`config.mk`:
```
export PLATFORM = sky130hd
export DESIGN_NAME = keypad_countdown_timer_flat
export DESIGN_NICKNAME = d
export VERILOG_FILES = /design/src/rtl/keypad_countdown_timer_pkg.sv /design/src/rtl/keypad_countdown_timer_if.sv /design/src/rtl/keypad_countdown_timer_bcd_digit_down.sv /design/src/rtl/keypad_countdown_timer.sv /design/src/flat_wrapper.sv
export SDC_FILE = /design/constraint.sdc
export NUM_CORES = 1
export LEC_CHECK = 0
export CORE_AREA = 2 2 44 46
export DETAILED_ROUTE_END_ITERATION = 8
export DIE_AREA = 0 0 46 48
export MAX_ROUTING_LAYER = met4
export PLACE_DENSITY_LB_ADDON = 0.15
export RECOVER_POWER = 100
export SLEW_MARGIN = 20
export SYNTH_ARGS = -nofsm -noshare
export SYNTH_HDL_FRONTEND = slang
export SYNTH_HIERARCHICAL = 1
export SYNTH_SLANG_ARGS = --single-unit
```
`constraint.sdc`:
```
create_clock -name clock_100Hz -period 4 [get_ports clock_100Hz]
set_clock_uncertainty 0.2 [all_clocks]
set_input_delay 1 -clock clock_100Hz [delete_from_list [all_inputs] [get_ports clock_100Hz]]
set_output_delay 1 -clock clock_100Hz [all_outputs]
set_load 0.05 [all_outputs]
```
`src/rtl/keypad_countdown_timer_pkg.sv`:
```
// rtl/keypad_countdown_timer_pkg.sv - shared BCD digit types and constants for the keypad countdown timer
package keypad_countdown_timer_pkg;

    localparam int DIGIT_W = 4;

    typedef logic [DIGIT_W-1:0] bcd_t;

    localparam bcd_t DIGIT_MAX     = 4'd9;
    localparam bcd_t SEC_TENS_WRAP = 4'd5;
    localparam bcd_t DIGIT_ZERO    = 4'd0;

    // keypad codes above 9 are not digits and must never be shifted in
    function automatic logic is_bcd(input bcd_t d);
        return d <= DIGIT_MAX;
    endfunction

endpackage

```
`src/rtl/keypad_countdown_timer_if.sv`:
```
// rtl/keypad_countdown_timer_if.sv - keypad/tick inputs and digit outputs of the countdown timer
interface keypad_countdown_timer_if ();
    import keypad_countdown_timer_pkg::*;

    bcd_t D;
    logic loadn;
    logic pgt_1Hz;
    logic count_en;
    bcd_t sec_ones;
    bcd_t sec_tens;
    bcd_t min_ones;
    logic zero;

    // master drives the keypad and tick source, slave is the timer
    modport master (
        output D, loadn, pgt_1Hz, count_en,
        input  sec_ones, sec_tens, min_ones, zero
    );

    modport slave (
        input  D, loadn, pgt_1Hz, count_en,
        output sec_ones, sec_tens, min_ones, zero
    );

endinterface

```
`src/rtl/keypad_countdown_timer_bcd_digit_down.sv`:
```
// rtl/keypad_countdown_timer_bcd_digit_down.sv - one BCD down-counting digit with parallel load and borrow
module bcd_digit_down
    import keypad_countdown_timer_pkg::*;
#(
    parameter bcd_t WRAP = DIGIT_MAX
) (
    input  logic clk_i,
    input  logic clear_i,
    input  logic load,
    input  bcd_t load_val_i,
    input  logic dec_in,
    output bcd_t digit_o,
    output logic borrow_out
);

    bcd_t digit_q;
    bcd_t digit_d;

    // load wins over decrement; a decrement from 0 wraps to WRAP and borrows
    always_comb begin
        digit_d = digit_q;
        if (load) begin
            digit_d = load_val_i;
        end else if (dec_in) begin
            digit_d = (digit_q == DIGIT_ZERO) ? WRAP : digit_q - 4'd1;
        end
    end

    // digit storage, cleared synchronously
    always_ff @(posedge clk_i) begin
        if (clear_i) begin
            digit_q <= DIGIT_ZERO;
        end else begin
            digit_q <= digit_d;
        end
    end

    assign digit_o    = digit_q;
    assign borrow_out = dec_in & (digit_q == DIGIT_ZERO);

endmodule

```
`src/rtl/keypad_countdown_timer.sv`:
```
// rtl/keypad_countdown_timer.sv - M:SS keypad-loaded BCD countdown timer; KCT_DONE_PULSE_EN adds done_pulse
module keypad_countdown_timer
    import keypad_countdown_timer_pkg::*;
(
    input  logic clock_100Hz,
    input  logic clear,
    keypad_countdown_timer_if.slave bus
`ifdef KCT_DONE_PULSE_EN
    ,
    output logic done_pulse
`endif
);

    logic loadn_q;
    logic pgt_q;
    logic load_evt;
    logic tick_evt;
    logic shift_en;
    logic dec_en;
    logic ones_borrow;
    logic tens_borrow;
    logic min_borrow;
    logic zero;
    bcd_t sec_ones;
    bcd_t sec_tens;
    bcd_t min_ones;

    // edge detectors; reset values hide a key or tick already active at release
    always_ff @(posedge clock_100Hz) begin
        if (clear) begin
            loadn_q <= 1'b0;
            pgt_q   <= 1'b1;
        end else begin
            loadn_q <= bus.loadn;
            pgt_q   <= bus.pgt_1Hz;
        end
    end

    assign load_evt = loadn_q & ~bus.loadn;
    assign tick_evt = ~pgt_q & bus.pgt_1Hz;
    assign zero     = (sec_ones == DIGIT_ZERO) && (sec_tens == DIGIT_ZERO) && (min_ones == DIGIT_ZERO);

    // count_en selects the mode, so a shift and a decrement can never coincide
    assign shift_en = load_evt & ~bus.count_en & is_bcd(bus.D);
    assign dec_en   = tick_evt & bus.count_en & ~zero;

    bcd_digit_down #(.WRAP(DIGIT_MAX)) u_sec_ones (
        .clk_i      (clock_100Hz),
        .clear_i    (clear),
        .load       (shift_en),
        .load_val_i (bus.D),
        .dec_in     (dec_en),
        .digit_o    (sec_ones),
        .borrow_out (ones_borrow)
    );

    bcd_digit_down #(.WRAP(SEC_TENS_WRAP)) u_sec_tens (
        .clk_i      (clock_100Hz),
        .clear_i    (clear),
        .load       (shift_en),
        .load_val_i (sec_ones),
        .dec_in     (ones_borrow),
        .digit_o    (sec_tens),
        .borrow_out (tens_borrow)
    );

    bcd_digit_down #(.WRAP(DIGIT_MAX)) u_min_ones (
        .clk_i      (clock_100Hz),
        .clear_i    (clear),
        .load       (shift_en),
        .load_val_i (sec_tens),
        .dec_in     (tens_borrow),
        .digit_o    (min_ones),
        .borrow_out (min_borrow)
    );

    // the zero guard on dec_en means the minutes digit can never borrow
    always_ff @(posedge clock_100Hz) begin
        if (!clear) begin
            assert (!min_borrow);
        end
    end

    assign bus.sec_ones = sec_ones;
    assign bus.sec_tens = sec_tens;
    assign bus.min_ones = min_ones;
    assign bus.zero     = zero;

`ifdef KCT_DONE_PULSE_EN
    logic done_q;
    logic done_d;

    assign done_d = dec_en && (sec_ones == 4'd1) && (sec_tens == DIGIT_ZERO) && (min_ones == DIGIT_ZERO);

    // one-cycle flag for the tick that reaches 0:00
    always_ff @(posedge clock_100Hz) begin
        if (clear) begin
            done_q <= 1'b0;
        end else begin
            done_q <= done_d;
        end
    end

    assign done_pulse = done_q;
`endif

endmodule

```
`src/flat_wrapper.sv`:
```
// flat-port wrapper written by rule: the top's interface ports become plain ports
module keypad_countdown_timer_flat import keypad_countdown_timer_pkg::*;
  (clock_100Hz, clear, bus_D, bus_loadn, bus_pgt_1Hz, bus_count_en, bus_sec_ones, bus_sec_tens, bus_min_ones, bus_zero);
  keypad_countdown_timer_if bus_i ();
  input  logic clock_100Hz;
  input  logic clear;
  input wire logic [$bits(bus_i.D)-1:0] bus_D;
  input wire logic [$bits(bus_i.loadn)-1:0] bus_loadn;
  input wire logic [$bits(bus_i.pgt_1Hz)-1:0] bus_pgt_1Hz;
  input wire logic [$bits(bus_i.count_en)-1:0] bus_count_en;
  output wire logic [$bits(bus_i.sec_ones)-1:0] bus_sec_ones;
  output wire logic [$bits(bus_i.sec_tens)-1:0] bus_sec_tens;
  output wire logic [$bits(bus_i.min_ones)-1:0] bus_min_ones;
  output wire logic [$bits(bus_i.zero)-1:0] bus_zero;
  assign bus_i.D = bus_D;
  assign bus_i.loadn = bus_loadn;
  assign bus_i.pgt_1Hz = bus_pgt_1Hz;
  assign bus_i.count_en = bus_count_en;
  assign bus_sec_ones = bus_i.sec_ones;
  assign bus_sec_tens = bus_i.sec_tens;
  assign bus_min_ones = bus_i.min_ones;
  assign bus_zero = bus_i.zero;
  keypad_countdown_timer u_core (.clock_100Hz(clock_100Hz), .clear(clear), .bus(bus_i));
endmodule
```
==> results of run 1 <==
through the flow:
step	utilization, %	instance area, sq um	cells	hold slack (ps)
after global routing	59.0	996	127	377
after CTS	60.7	1030	127	350
after global placement	58.6	990	123	316
final	59.0	996	127	345
after floorplan	-	743	83	437
after detailed placement	58.6	990	123	324
worst max path at each step:
stage                                              startpoint                                        end  slack [ps]
floorplan           u_core/u_min_ones/digit_o[0]$_SDFFE_PP0P_  u_core/u_min_ones/digit_o[1]$_SDFFE_PP0P_         470
global placement                                  bus_pgt_1Hz  u_core/u_min_ones/digit_o[1]$_SDFFE_PP0P_         260
detailed placement                                bus_pgt_1Hz  u_core/u_min_ones/digit_o[1]$_SDFFE_PP0P_         190
CTS                                              bus_count_en  u_core/u_min_ones/digit_o[1]$_SDFFE_PP0P_         470
global route                                      bus_pgt_1Hz  u_core/u_min_ones/digit_o[1]$_SDFFE_PP0P_         110
finish                                            bus_pgt_1Hz  u_core/u_min_ones/digit_o[1]$_SDFFE_PP0P_         370
layer usage:
layer  part of all wire [%]  wire length, um
met5                      0                0
met4                   0.66               12
met3                    3.1               57
met2                     48              875
met1                     48              879
where the power goes:
part	total, mW	switching, mW	internal [mW]
registers	0.153	0.00800	0.145
clock network	0.104	0.0487	0.0553
logic	0.0692	0.0422	0.0271
total	0.326	0.0989	0.227
layout make-up:
type	count	share of cell area, %
Timing Repair Buffer	23	22.2
Multi-Input combinational cell	62	41.2
Tap cell	17	2.14
Sequential cell	14	28.1
Clock buffer	4	3.64
Inverter	7	2.64
registers in the layout, summed over array words and instances, names as in the netlist:
name                       cells
u_core/loadn_q                 1
u_core/pgt_q                   1
u_core/u_min_ones/digit_o      4
u_core/u_sec_ones/digit_o      4
u_core/u_sec_tens/digit_o      4
cells in the final DEF, fill, tap and decap left out, drive strengths merged:
| master | instances |
|---|---|
| a311oi | 2 |
| a211oi | 2 |
| nand2b | 3 |
| dlygate4sd3 | 16 |
| dfxtp | 14 |
| nor3 | 1 |
| o31a | 1 |
| a221oi | 4 |
| and3 | 2 |
| nor2b | 2 |
| xor2 | 3 |
| nor4 | 4 |
| nand2 | 10 |
| o311ai | 1 |
| inv | 7 |
| or2 | 1 |
| a21oi | 7 |
| buf | 1 |
| clkbuf | 5 |
| clkdlybuf4s50 | 5 |
| nor4b | 2 |
| xnor2 | 2 |
| nor2 | 8 |
| or3 | 3 |
| o21ai | 4 |
worst min-delay path: stages, from the launching register on:
cell and delay [ps]:
dfxtp_1 360, nand2_1 80, a21oi_1 60
==> out/metrics.csv, run 1 <==
stage,metric,value,unit
status,outcome,finished clean,
critical_path,worstRegToRegCells,11,
hold_path,worst_hold_path.endpoint,u_core/u_min_ones/digit_o[0]$_SDFFE_PP0P_,
clocking,post_cts_buffers,0,
critical_path,r2r_start,u_core/u_sec_ones/digit_o[3]$_SDFFE_PP0P_,
pwr,leakage,0.380,nW
global_route,globalRouteMet2Util,33.1,%
sta,post-route-period-util,90.8,%
sta,report.final.slew_viol_count,0,
global_route,grt_start_max_net_pins,15,
finish,multi_input_area,410,sq um
route,drc,0,
place,gp_congestion,0.754,
critical_path,timing.critical_path.depth,11,
clocking,cts_tree,built,
place,place_hpwl,1270,um
route,ant_nets,0,
critical_path,regToRegEndpoint,u_core/u_min_ones/digit_o[1]$_SDFFE_PP0P_,
clocking,cts_resized,0,
floorplanning,dieArea,2210,sq um
global_route,grt_antenna_before_repair,0,
clocking,cts_made_buffers,3,
route,wl_per_cell,14.4,um
critical_path,crit_type,in -> reg,
critical_path,cp-start-kind,primary input,
sta,tightest_slew,591,ps
place,place_ws,195,ps
global_route,grt_use_met1,23.5,%
route,vias_per_cell,5.67,
critical_path,worstPathRequired,3990,ps
sta,setup_violations,0,
global_route,grt_remaining_overflow,0,
route,num_vias,720,
floorplanning,fp.dieH,48,um
yosys,yosys_warnings,6,
clocking,clkSinkCount,14,
global_route,track_usage,20.1,%
sta,period_needed,3630,ps
clocking,cts_max_path_buffers,2,
floorplanning,rows,15,
critical_path,ff2ff_setup_slack,840,ps
hold_path,holdPathStages,2,
sta,hold_viol_final,0,
finish,final-seq-area,280,sq um
critical_path,worstPathArrival,3620,ps
critical_path,cp_slowest_cell,dlygate4sd3_1,
critical_path,cp_max_fo,6,
clocking,cts_hold_buf,0,
run,maxCapViolations,0,
clocking,clk_latency,280,ps
hold_path,min_path_type,reg -> reg,
yosys,syn_avg_cell_area,8.95,sq um
pwr,power_density,327,nW/um^2
clocking,clk_pin_slew,90,ps
critical_path,end_kind,register,
finish,fin_nets,120,
global_route,grt_pass1_wl,3060,um
floorplanning,io_pins,22,
global_route,grt_pass1_vias,721,
clocking,cts_root_buf,clkbuf_4,
sta,setup_slack,367,ps
yosys,syn-num-nets,92,
yosys,syn_inst,83,
yosys,synth_area,743,sq um
sta,fmax,275,MHz
floorplanning,core-area,1690,sq um
floorplanning,die_x,46,um
hold_path,hp-start,u_core/u_sec_tens/digit_o[0]$_SDFFE_PP0P_,
place,port_buffers,21,
critical_path,path_delay_family,simple AND/OR/NAND/NOR gates,
clocking,cts.htree.levels,1,
route,drtPass1Iterations,4,
finish,area_delta_synth_final,34.0,%
critical_path,max_stage_delay,540,ps
sta,slew_headroom,60.5,%
global_route,busiest_layer,met2,
route,wl,1820,um
sta,rsz0062_at_grt,false,
finish,num_antenna_cells,0,
finish,fillerInstances,172,
pwr,ir_drop,0.175,mV
critical_path,path_cells,dlygate4sd3_1 -> nand2_1 -> nor3_1 -> nor4b_4 -> nor2b_1 -> nand2b_4 -> nor4_1 -> buf_4 -> nand2b_1 -> or3_1 -> a221oi_1,
route,drtIter0Drc,18,
pwr,power.total,0.326,mW
sta,tns,0,ps
finish,drive_above_1_share,11.8,%
floorplanning,start_util,44.0,%
global_route,met3_usage,4.53,%
critical_path,worst-path-buf-inv,2,
Power figures use the tool's default switching activity.
==> run 2: changes to the inputs <==
--- a/config.mk
+++ b/config.mk
@@ -11,7 +11,6 @@
 export MAX_ROUTING_LAYER = met4
 export PLACE_DENSITY_LB_ADDON = 0.15
 export RECOVER_POWER = 100
-export SLEW_MARGIN = 20
 export SYNTH_ARGS = -nofsm -noshare
 export SYNTH_HDL_FRONTEND = slang
 export SYNTH_HIERARCHICAL = 1
==> results of run 2 <==
Final layout, timing and power as in run 1 (identical DEF).
==> run 3: changes to the inputs <==
--- a/config.mk
+++ b/config.mk
@@ -5,10 +5,10 @@
 export SDC_FILE = /design/constraint.sdc
 export NUM_CORES = 1
 export LEC_CHECK = 0
+export ABC_CLOCK_PERIOD_IN_PS = 4000
 export CORE_AREA = 2 2 44 46
 export DETAILED_ROUTE_END_ITERATION = 8
 export DIE_AREA = 0 0 46 48
-export MAX_ROUTING_LAYER = met4
 export PLACE_DENSITY_LB_ADDON = 0.15
 export RECOVER_POWER = 100
 export SYNTH_ARGS = -nofsm -noshare
==> out/metrics.csv, run 3 (same netlist as run 1, synthesis figures left out) <==
stage,metric,value,unit,change
pwr,power.total,0.326,mW,about the same
critical_path,crit_type,in -> reg,,
clocking,cts.htree.levels,1,,unchanged
sta,period_needed,3630,ps,+0.0380 ps
sta,tns,0,ps,unchanged
pwr,combPwrFrac,21.3,%,about the same
pwr,p_sw_share,30.4,%,about the same
finish,final-seq-area,280,sq um,unchanged
sta,slew_headroom,60.5,%,unchanged
pwr,seqPwrFrac,46.8,%,about the same
clocking,clk_latency,280,ps,about the same
hold_path,min_path_type,reg -> reg,,
global_route,grt_remaining_overflow,0,,unchanged
clocking,cts_tree,built,,
critical_path,cp-start-kind,primary input,,
run,maxCapViolations,0,,unchanged
clocking,cts_max_path_buffers,2,,unchanged
route,drc,0,,unchanged
route,ant_nets,0,,unchanged
finish,num_antenna_cells,0,,unchanged
place,port_buffers,21,,unchanged
sta,post-route-period-util,90.8,%,about the same
pwr,p_sw,0.0989,mW,about the same
pwr,intPower,0.227,mW,about the same
finish,area_delta_synth_final,34.0,%,unchanged
floorplanning,die_x,46,um,unchanged
floorplanning,core-area,1690,sq um,unchanged
finish,final_cell_mix,"16 x dlygate4sd3_1, 14 x dfxtp_1, 10 x nand2_1, 8 x nor2_1",,
critical_path,path_cells,dlygate4sd3_1 -> nand2_1 -> nor3_1 -> nor4b_4 -> nor2b_1 -> nand2b_4 -> nor4_1 -> buf_4 -> nand2b_1 -> or3_1 -> a221oi_1,,
hold_path,worst_hold_path.endpoint,u_core/u_min_ones/digit_o[0]$_SDFFE_PP0P_,,
critical_path,cp_slowest_cell,dlygate4sd3_1,,
pwr,clockPowerShare,31.9,%,about the same
route,wl,1820,um,unchanged
floorplanning,fp.dieH,48,um,unchanged
pwr,power_density,327,nW/um^2,about the same
floorplanning,start_util,44.0,%,unchanged
sta,setup_violations,0,,unchanged
clocking,cts_resized,0,,unchanged
finish,drive_above_1_share,11.8,%,unchanged
global_route,grt_start_max_net_pins,15,,unchanged
hold_path,hp-start,u_core/u_sec_tens/digit_o[0]$_SDFFE_PP0P_,,
global_route,track_usage,19.5,%,-0.63 points
sta,rsz0062_at_grt,false,,
route,num_vias,720,,unchanged
floorplanning,io_pins,22,,unchanged
floorplanning,dieArea,2210,sq um,unchanged
global_route,grt_antenna_before_repair,0,,unchanged
critical_path,max_stage_delay,540,ps,about the same
route,wl_per_cell,14.4,um,unchanged
sta,tightest_slew,591,ps,unchanged
sta,setup_slack,367,ps,-0.0380 ps
place,place_hpwl,1270,um,unchanged
critical_path,cp_max_fo,6,,unchanged
pwr,leakage,0.380,nW,unchanged
status,outcome,finished clean,,
route,drtPass1Iterations,4,,unchanged
route,drtIter0Drc,18,,unchanged
clocking,post_cts_buffers,0,,unchanged
finish,fin_nets,120,,unchanged
finish,multi_input_area,410,sq um,unchanged
critical_path,worstPathArrival,3620,ps,about the same
critical_path,worstRegToRegCells,11,,unchanged
sta,report.final.slew_viol_count,0,,unchanged
hold_path,holdPathStages,2,,unchanged
pwr,ir_drop,0.175,mV,about the same
global_route,grt_pass1_wl,3060,um,-0.23%
sta,fmax,275,MHz,about the same
sta,hold_viol_final,0,,unchanged
global_route,grt_pass1_vias,722,,+0.14%
clocking,clk_pin_slew,90,ps,about the same
floorplanning,rows,15,,unchanged
clocking,cts_hold_buf,0,,unchanged
critical_path,end_kind,register,,
critical_path,regToRegEndpoint,u_core/u_min_ones/digit_o[1]$_SDFFE_PP0P_,,
critical_path,r2r_start,u_core/u_sec_ones/digit_o[3]$_SDFFE_PP0P_,,
finish,fillerInstances,172,,unchanged
critical_path,ff2ff_setup_slack,840,ps,about the same
clocking,cts_made_buffers,3,,unchanged
finish,final_common_cell,dlygate4sd3_1,,
critical_path,worstPathRequired,3990,ps,about the same
clocking,clkSinkCount,14,,unchanged
clocking,cts_root_buf,clkbuf_4,,
place,gp_congestion,0.744,,-1.2%
route,vias_per_cell,5.67,,unchanged
place,place_ws,195,ps,unchanged
run 3: cell counts in the layout (fill, tap and decap cells not counted):
No cell type changed its count.
run 3: per-layer routing:
metal	track usage [%]	wire length [um]	up-vias
met5	0	0	-
met4	8.57	12	0
met3	4.53	57	2
met2	33.1	875	15
met1	23.5	879	346
li1	-	-	357
run 3: power groups by stage:
stage	registers, mW	clock network [mW]	logic (mW)
after floorplan	0.169	0	0.0311
after global placement	0.156	0	0.0730
after detailed placement	0.156	0	0.0732
after CTS	0.153	0.106	0.0737
after global routing	0.154	0.116	0.0728
final	0.153	0.104	0.0692
run 3: per-stage QoR:
step                instances  hold WS (ps)  util (%)  area [sq um]
global route              127           377      59.0           996
detailed placement        123           324      58.6           990
CTS                       127           350      60.7          1030
global placement          123           316      58.6           990
floorplan                  83           437         -           743
finish                    127           345      59.0           996
run 3: worst max path at each step:
| stage | from | to | slack [ps] | cells past startpoint |
|---|---|---|---|---|
| after CTS | bus_count_en | u_core/u_min_ones/digit_o[1]$_SDFFE_PP0P_ | 470 | 11 |
| after global placement | bus_pgt_1Hz | u_core/u_min_ones/digit_o[1]$_SDFFE_PP0P_ | 260 | 11 |
| final | bus_pgt_1Hz | u_core/u_min_ones/digit_o[1]$_SDFFE_PP0P_ | 370 | 11 |
| after floorplan | u_core/u_min_ones/digit_o[0]$_SDFFE_PP0P_ | u_core/u_min_ones/digit_o[1]$_SDFFE_PP0P_ | 470 | 10 |
| after detailed placement | bus_pgt_1Hz | u_core/u_min_ones/digit_o[1]$_SDFFE_PP0P_ | 190 | 11 |
| after global routing | bus_pgt_1Hz | u_core/u_min_ones/digit_o[1]$_SDFFE_PP0P_ | 110 | 11 |
run 3: critical path: cells and delay by family:
family,cells,cell delay [ps]
compound gates,1,230
buf+inv,2,710
simple gates,8,1680
run 3: final cells by class:
cell class / instances / share of cell area, %
repair buffers: 23 / 22.2
inverters: 7 / 2.64
clock buffers: 4 / 3.64
well taps: 17 / 2.14
flip-flops and latches: 14 / 28.1
multi-input cells: 62 / 41.2
